--- src/rtl/timer_pkg.sv ---
// Shared encodings for timer_counter: FSM states, register offsets, CTRL fields, mode codes.
package timer_pkg;

  typedef enum logic [1:0] {
    ST_IDLE = 2'd0,
    ST_LOAD = 2'd1,
    ST_CNT  = 2'd2,
    ST_INT  = 2'd3
  } state_t;

  localparam logic [1:0] OFF_CTRL   = 2'd0;
  localparam logic [1:0] OFF_PRESET = 2'd1;
  localparam logic [1:0] OFF_COUNT  = 2'd2;

  localparam int unsigned CTRL_EN      = 0;
  localparam int unsigned CTRL_MODE_LO = 1;
  localparam int unsigned CTRL_MODE_HI = 2;
  localparam int unsigned CTRL_IM      = 3;

  localparam logic [1:0] MODE_ONESHOT = 2'd0;
  localparam logic [1:0] MODE_RELOAD  = 2'd1;

endpackage

--- src/rtl/timer_counter.sv ---
// Memory-mapped down-counting timer with level interrupt.
// Optional macro TIMER_IRQ_ACK_EN: a write to the COUNT offset acknowledges irq_flag.
module timer_counter
  import timer_pkg::*;
#(
  parameter int unsigned CNT_W = 32
) (
  input  logic        clk,
  input  logic        reset,
  input  logic [29:0] addr,
  input  logic        we,
  input  logic [31:0] din,
  output logic [31:0] dout,
  output logic        irq
);

  logic [3:0]       r_ctrl;
  logic [CNT_W-1:0] r_preset;
  logic [CNT_W-1:0] r_count;
  logic             r_irq_flag;
  state_t           r_state;

  logic             w_en;
  logic [1:0]       w_mode;
  logic [31:0]      w_rdata;
  logic             w_unused;

  assign w_en     = r_ctrl[CTRL_EN];
  assign w_mode   = r_ctrl[CTRL_MODE_HI:CTRL_MODE_LO];
  assign w_unused = ^{addr[29:2], din};

`ifdef TIMER_IRQ_ACK_EN
  logic w_flag_set;
  assign w_flag_set = (r_state == ST_CNT) && w_en && (r_count <= CNT_W'(1));
`endif

  always_ff @(posedge clk) begin
    if (reset) begin
      r_ctrl     <= '0;
      r_preset   <= '0;
      r_count    <= '0;
      r_irq_flag <= 1'b0;
      r_state    <= ST_IDLE;
    end else begin
      case (r_state)
        ST_IDLE: if (w_en) r_state <= ST_LOAD;
        ST_LOAD: begin
          r_count <= r_preset;
          r_state <= ST_CNT;
        end
        ST_CNT: begin
          if (!w_en) begin
            r_state <= ST_IDLE;
          end else if (r_count > CNT_W'(1)) begin
            r_count <= r_count - CNT_W'(1);
          end else begin
            r_count    <= '0;
            r_irq_flag <= 1'b1;
            r_state    <= ST_INT;
          end
        end
        ST_INT: begin
          if (w_mode == MODE_RELOAD) r_irq_flag <= 1'b0;
          else                       r_ctrl[CTRL_EN] <= 1'b0;
          r_state <= ST_IDLE;
        end
        default: r_state <= ST_IDLE;
      endcase

      // Bus writes are placed last so they override any FSM update to the same register.
      if (we) begin
        case (addr[1:0])
          OFF_CTRL: begin
            r_ctrl     <= din[3:0];
            r_irq_flag <= 1'b0;
          end
          OFF_PRESET: r_preset <= din[CNT_W-1:0];
          OFF_COUNT: begin
`ifdef TIMER_IRQ_ACK_EN
            if (!w_flag_set) r_irq_flag <= 1'b0;
`endif
          end
          default: ;
        endcase
      end
    end
  end

  always_comb begin
    w_rdata = '0;
    case (addr[1:0])
      OFF_CTRL:   w_rdata[3:0]       = r_ctrl;
      OFF_PRESET: w_rdata[CNT_W-1:0] = r_preset;
      OFF_COUNT:  w_rdata[CNT_W-1:0] = r_count;
      default:    w_rdata            = '0;
    endcase
  end

  assign dout = w_rdata;
  assign irq  = r_irq_flag & r_ctrl[CTRL_IM];

endmodule

--- config.mk ---
export PLATFORM = sky130hd
export DESIGN_NAME = timer_counter
export DESIGN_NICKNAME = d
export VERILOG_FILES = /design/src/rtl/timer_pkg.sv /design/src/rtl/timer_counter.sv
export SDC_FILE = /design/constraint.sdc
export NUM_CORES = 1
export LEC_CHECK = 0
export ABC_AREA = 1
export CAP_MARGIN = 20
export CORE_AREA = 3 3 109 85
export DETAILED_ROUTE_END_ITERATION = 10
export DIE_AREA = 0 0 112 88
export GPL_TIMING_DRIVEN = 0
export PLACE_DENSITY = 0.8
export SLEW_MARGIN = 30
export SYNTH_ARGS = -nofsm -noshare
export SYNTH_HDL_FRONTEND = slang
export SYNTH_SLANG_ARGS = --single-unit
--- constraint.sdc ---
create_clock -name clk -period 1.9 [get_ports clk]
set_clock_uncertainty 0.15 [all_clocks]
set_input_delay 0.38 -clock clk [delete_from_list [all_inputs] [get_ports clk]]
set_output_delay 0.38 -clock clk [all_outputs]
set_load 0.01 [all_outputs]
Yosys cells after proc, flatten, opt, wreduce, memory -nomap -nowiden
Index checks and enable logic that the tools add are counted.

word-level totals
  flip-flop bits (word level) = 71
  output and inout bits = 33
  word-level logic and storage cells = 44

operators by class
  add/sub/neg operators = 1
  $lt $le $gt $ge = 1
  equality and inequality tests = 9
  multiplexer cells = 19
  bitwise operators = 1
  reduce and logical (&&, ||, !) cells = 7

operators with widths
  operator                                                                          count
  32-bit 2-to-1 mux                                                                 2
  32-bit one-hot mux with 2 select lines                                            1
  28-bit one-hot mux with 2 select lines                                            1
  32-bit by 1-bit greater-than comparator with 1-bit output, second input constant  1
  32-bit by 1-bit subtractor with 32-bit output, second input constant              1
  4-bit one-hot mux with 3 select lines                                             1
  1-bit 2-to-1 mux                                                                  9
  2-bit one-hot mux with 4 select lines                                             1
  2-bit AND reduction                                                               4
  2-bit by 1-bit == test with 1-bit output, second input constant                   3
  2-bit == test, second input constant                                              3
  2-bit 2-to-1 mux                                                                  3
  2-bit zero test                                                                   2
  2-bit != test, second input constant                                              2
  3-bit != test, second input constant                                              1
  1-bit one-hot mux with 2 select lines                                             1
  2-bit nonzero test                                                                1
  1-bit AND                                                                         1

Depth between registers and ports, before layout
  word-level depth = 6
  gate-level depth with buffers = 11
  mapped depth without buffers = 11

Worst setup path after synthesis
Ideal clock, no wire load.

  path type = in2out
  start point = input addr[1]
  end point = output dout[10]
  arrival time = 1,329 ps
  data required time = 1,370 ps
  setup slack = 41 ps
  stages on the path = 6
  buffers on the path = 2
  cells stage by stage = inv_1 > ha_1 > clkbuf_1 > clkbuf_1 > nand2_1 > a21oi_1

between the ends
  word-level cells in the longest chain between the ends = 2

ends and longest elaborated chain
  what                                                                       line                 source
  from (decl)                                                                timer_counter.sv:10  input logic [29:0] addr,
  2-bit == test or 2-bit by 1-bit == test with 1-bit output (tied branches)  timer_counter.sv:91  case (addr[1:0])
  28-bit one-hot mux with 2 select lines *                                   timer_counter.sv:91
  to (decl)                                                                  timer_counter.sv:13  output logic [31:0] dout,

Every way passes the cells marked *; elsewhere a longest branch is shown, timed or not.

Worst setup path in the final report
  start point = input addr[0]
  end point = output dout[12]

Same word-level chain as after synthesis.

==> reports/metrics.cfg <==
[floorplan]
dieArea_um2 = 9860
core_um2 = 8310
rows = 29
die_w_um = 112
start_util = 0.503
die_h_um = 88
ios = 98

[yosys]
ys_seq_elements = 71
yosysTopAreaCellShare = 0.340
synth_common_cells = nand2_1 (144), nor2_1 (114), a21oi_1 (85)
netlist_instances = 650
synth_largest_area_cell = dfxtp_1
synthTopCellsByArea = dfxtp_1 (34%), nand2_1 (13%), nor2_1 (10%), a21oi_1 (10%), o21ai_0 (8.3%)
syn_avg_cell_area_um2 = 6.43
synth.yosys.seq_area_share = 0.340
synthesis.area_um2 = 4180
syn_nets = 721
synth_edf_count = 0
yosys.cell_types.count = 28
postSynth.asyncResetShare = 0
synthFlopType = dfxtp_1
yosysMostFrequentCell = nand2_1
ys_warn_count = 0

[layout]
multi_input_area_um2 = 2730
layoutNonFillerInstCount = 858
nets = 816
fillers = 667
area_delta_synth_final_pct = 35.6
ff_latch_area_um2 = 1450
diodes = 0
final_area_um2 = 5670
drive_above_1_share = 0.263

[routing]
drt_iter0_markers = 611
ant_nets = 0
post_drt_wl_per_cell_um = 17.9
dr.pass1.iters = 5
drt_wl_total_um = 15300
routed_via_density = 5.76
drc = 0
num_vias = 4944

[job]
cap_violations = 0

[global_route]
grt_overflow = 0
grt_usage = 0.300
grt_pass1_wl_um = 23200
grt_pass1_vias = 4634
antenna_found_initial = 0
grt_start_max_net_pins = 14

[timing]
hold_violations = 0
period_share = 1.00
whs_ns = 0.331
fin_ws_ns = -0.00493
layout_min_cycle_time_ns = 1.90
setup_viol = 1
rsz0062_at_grt = yes
relSlewSlack = 0.622
max_clock_freq_mhz = 525
maxSlewViolCount = 0
tightest_slew_ns = 0.567

[clock_network]
clk_path_buf_depth = 2
cts-root-buf = clkbuf_8
tritoncts = done
htree_levels = 3
clkSinkCount = 71
cts.reportedPaths.clkPinSlew_ns = 0.08
clock_latency_ns = 0.35
numCtsBuffers = 9

[placed_design]
place.gp.congestion = 0.965
portBuffers = 69
dpl.hpwl_um = 10600
postPlaceCellArea_um2 = 5010
dp_slack_ns = -1.29
place_inst = 827

[pwr]
clock_power_share = 0.370
vdd_drop_max_mv = 0.450
swShare = 0.312
p_switching_mw = 1.28
total_leakage_power_nw = 2.40
combPwrFrac = 0.234
seqPwrFrac = 0.396
intPower_mw = 2.82
cellPowerDensity_nw_per_um2 = 724

[setup_path]
critPathArrivalTime_ns = 1.37
end_kind = primary output
slowest_delay_ns = 0.27
crit_slowest_cell = ha_4
crit_type = in -> out
crit_path_start_kind = primary input
cp_max_fo = 10
crit_chain = clkbuf_4 > inv_4 > ha_4 > inv_6 > buf_12 > a21oi_2 > buf_2
cp.required_ns = 1.37

[min_path]
hold_class = reg -> reg

[status]
violations = negative setup slack
status = complete, but fails checks

[state kept, by name, indices dropped and copies added, names as in the netlist]
register and cells:
r_count 32, r_preset 32, r_ctrl 4, r_state 2, r_irq_flag 1
[worst paths after layout]
path | slack [ns] | start | endpoint | cells after the start
hold / removal | 0.33 | r_irq_flag | r_irq_flag | 2
hold reg to reg | 0.33 | r_irq_flag | r_irq_flag | 2
setup / recovery | -0.005 | addr[0] | dout[12] | 7
setup reg to reg | -0.005 | r_count[7] | r_count[7] | 10
[routing by layer]
layer,vias to the layer above,share of wire,GRT usage
li1,2296,-,-
met1,2249,0.40,0.402
met2,343,0.44,0.470
met3,56,0.13,0.0794
met4,0,0.033,0.114
met5,-,0,0
[cell type report]
class / instances / area share
flip-flops and latches: 71 / 0.256
inverters: 41 / 0.0294
plain buffers: 33 / 0.0448
clock inverters: 6 / 0.0205
well taps: 108 / 0.0238
multi-input cells: 504 / 0.481
clock buffers: 10 / 0.0225
repair buffers: 85 / 0.122
[layout by cell type (no fill, tap or decap), drive strengths merged, types with 2 or more instances in the layout]
cell type and instances:
a21oi 97, buf 57, bufinv 3, clkbuf 35, clkdlybuf4s50 34, clkinv 2
dfxtp 71, ha 6, inv 42, nand2 148, nand3 26, nand3b 2
nor2 127, nor3 3, o21ai 70, xnor2 7, xor2 13
[power by group through the flow]
stage / combinational [mW] / clock [mW] / sequential (mW)
5_1_grt: 1.04 / 1.59 / 1.63
6_report: 0.962 / 1.52 / 1.62
4_1_cts: 0.850 / 1.52 / 1.61
2_1_floorplan: 0.538 / 0 / 1.62
3_5_place_dp: 0.771 / 0 / 1.65
3_3_place_gp: 0.753 / 0 / 1.64
[stage by stage]
stage / util / TNS [ns] / total power [mW]
global route: 0.682 / -0.539 / 4.26
detailed placement: 0.602 / -59.01 / 2.42
floorplan: - / 0 / 2.16
global placement: 0.602 / -54.40 / 2.39
CTS: 0.652 / -0.0255 / 3.98
finish: 0.682 / -0.00493 / 4.11
[critical path, delay by kind of cell]
family,cells,cell delay (ns)
buffers and inverters,5,0.57
adder cells (fa/ha/maj),1,0.27
AO/OA/AOI/OAI,1,0.14
[cells by family (layout without fill, tap and decap cells)]
logic type / Yosys count / count (layout) / share of synthesized area
simple gates: 309 / 309 / 0.312
compound gates: 169 / 169 / 0.215
buf+inv: 75 / 175 / 0.0727
flops: 71 / 71 / 0.340
xor+xnor: 20 / 20 / 0.0419
fa+ha+maj: 6 / 6 / 0.0180
[repair_timing]
action / CTS / global route
gates cloned: 4 / 0
endpoints found under the hold margin: 0 / 0
setup endpoints to repair: 95 / 67
hold buffers: 0 / 0
setup buffers: 9 / 3
pin swaps: 7 / 14
resized for setup: 196 / 95
Power figures use the tool's default switching activity.
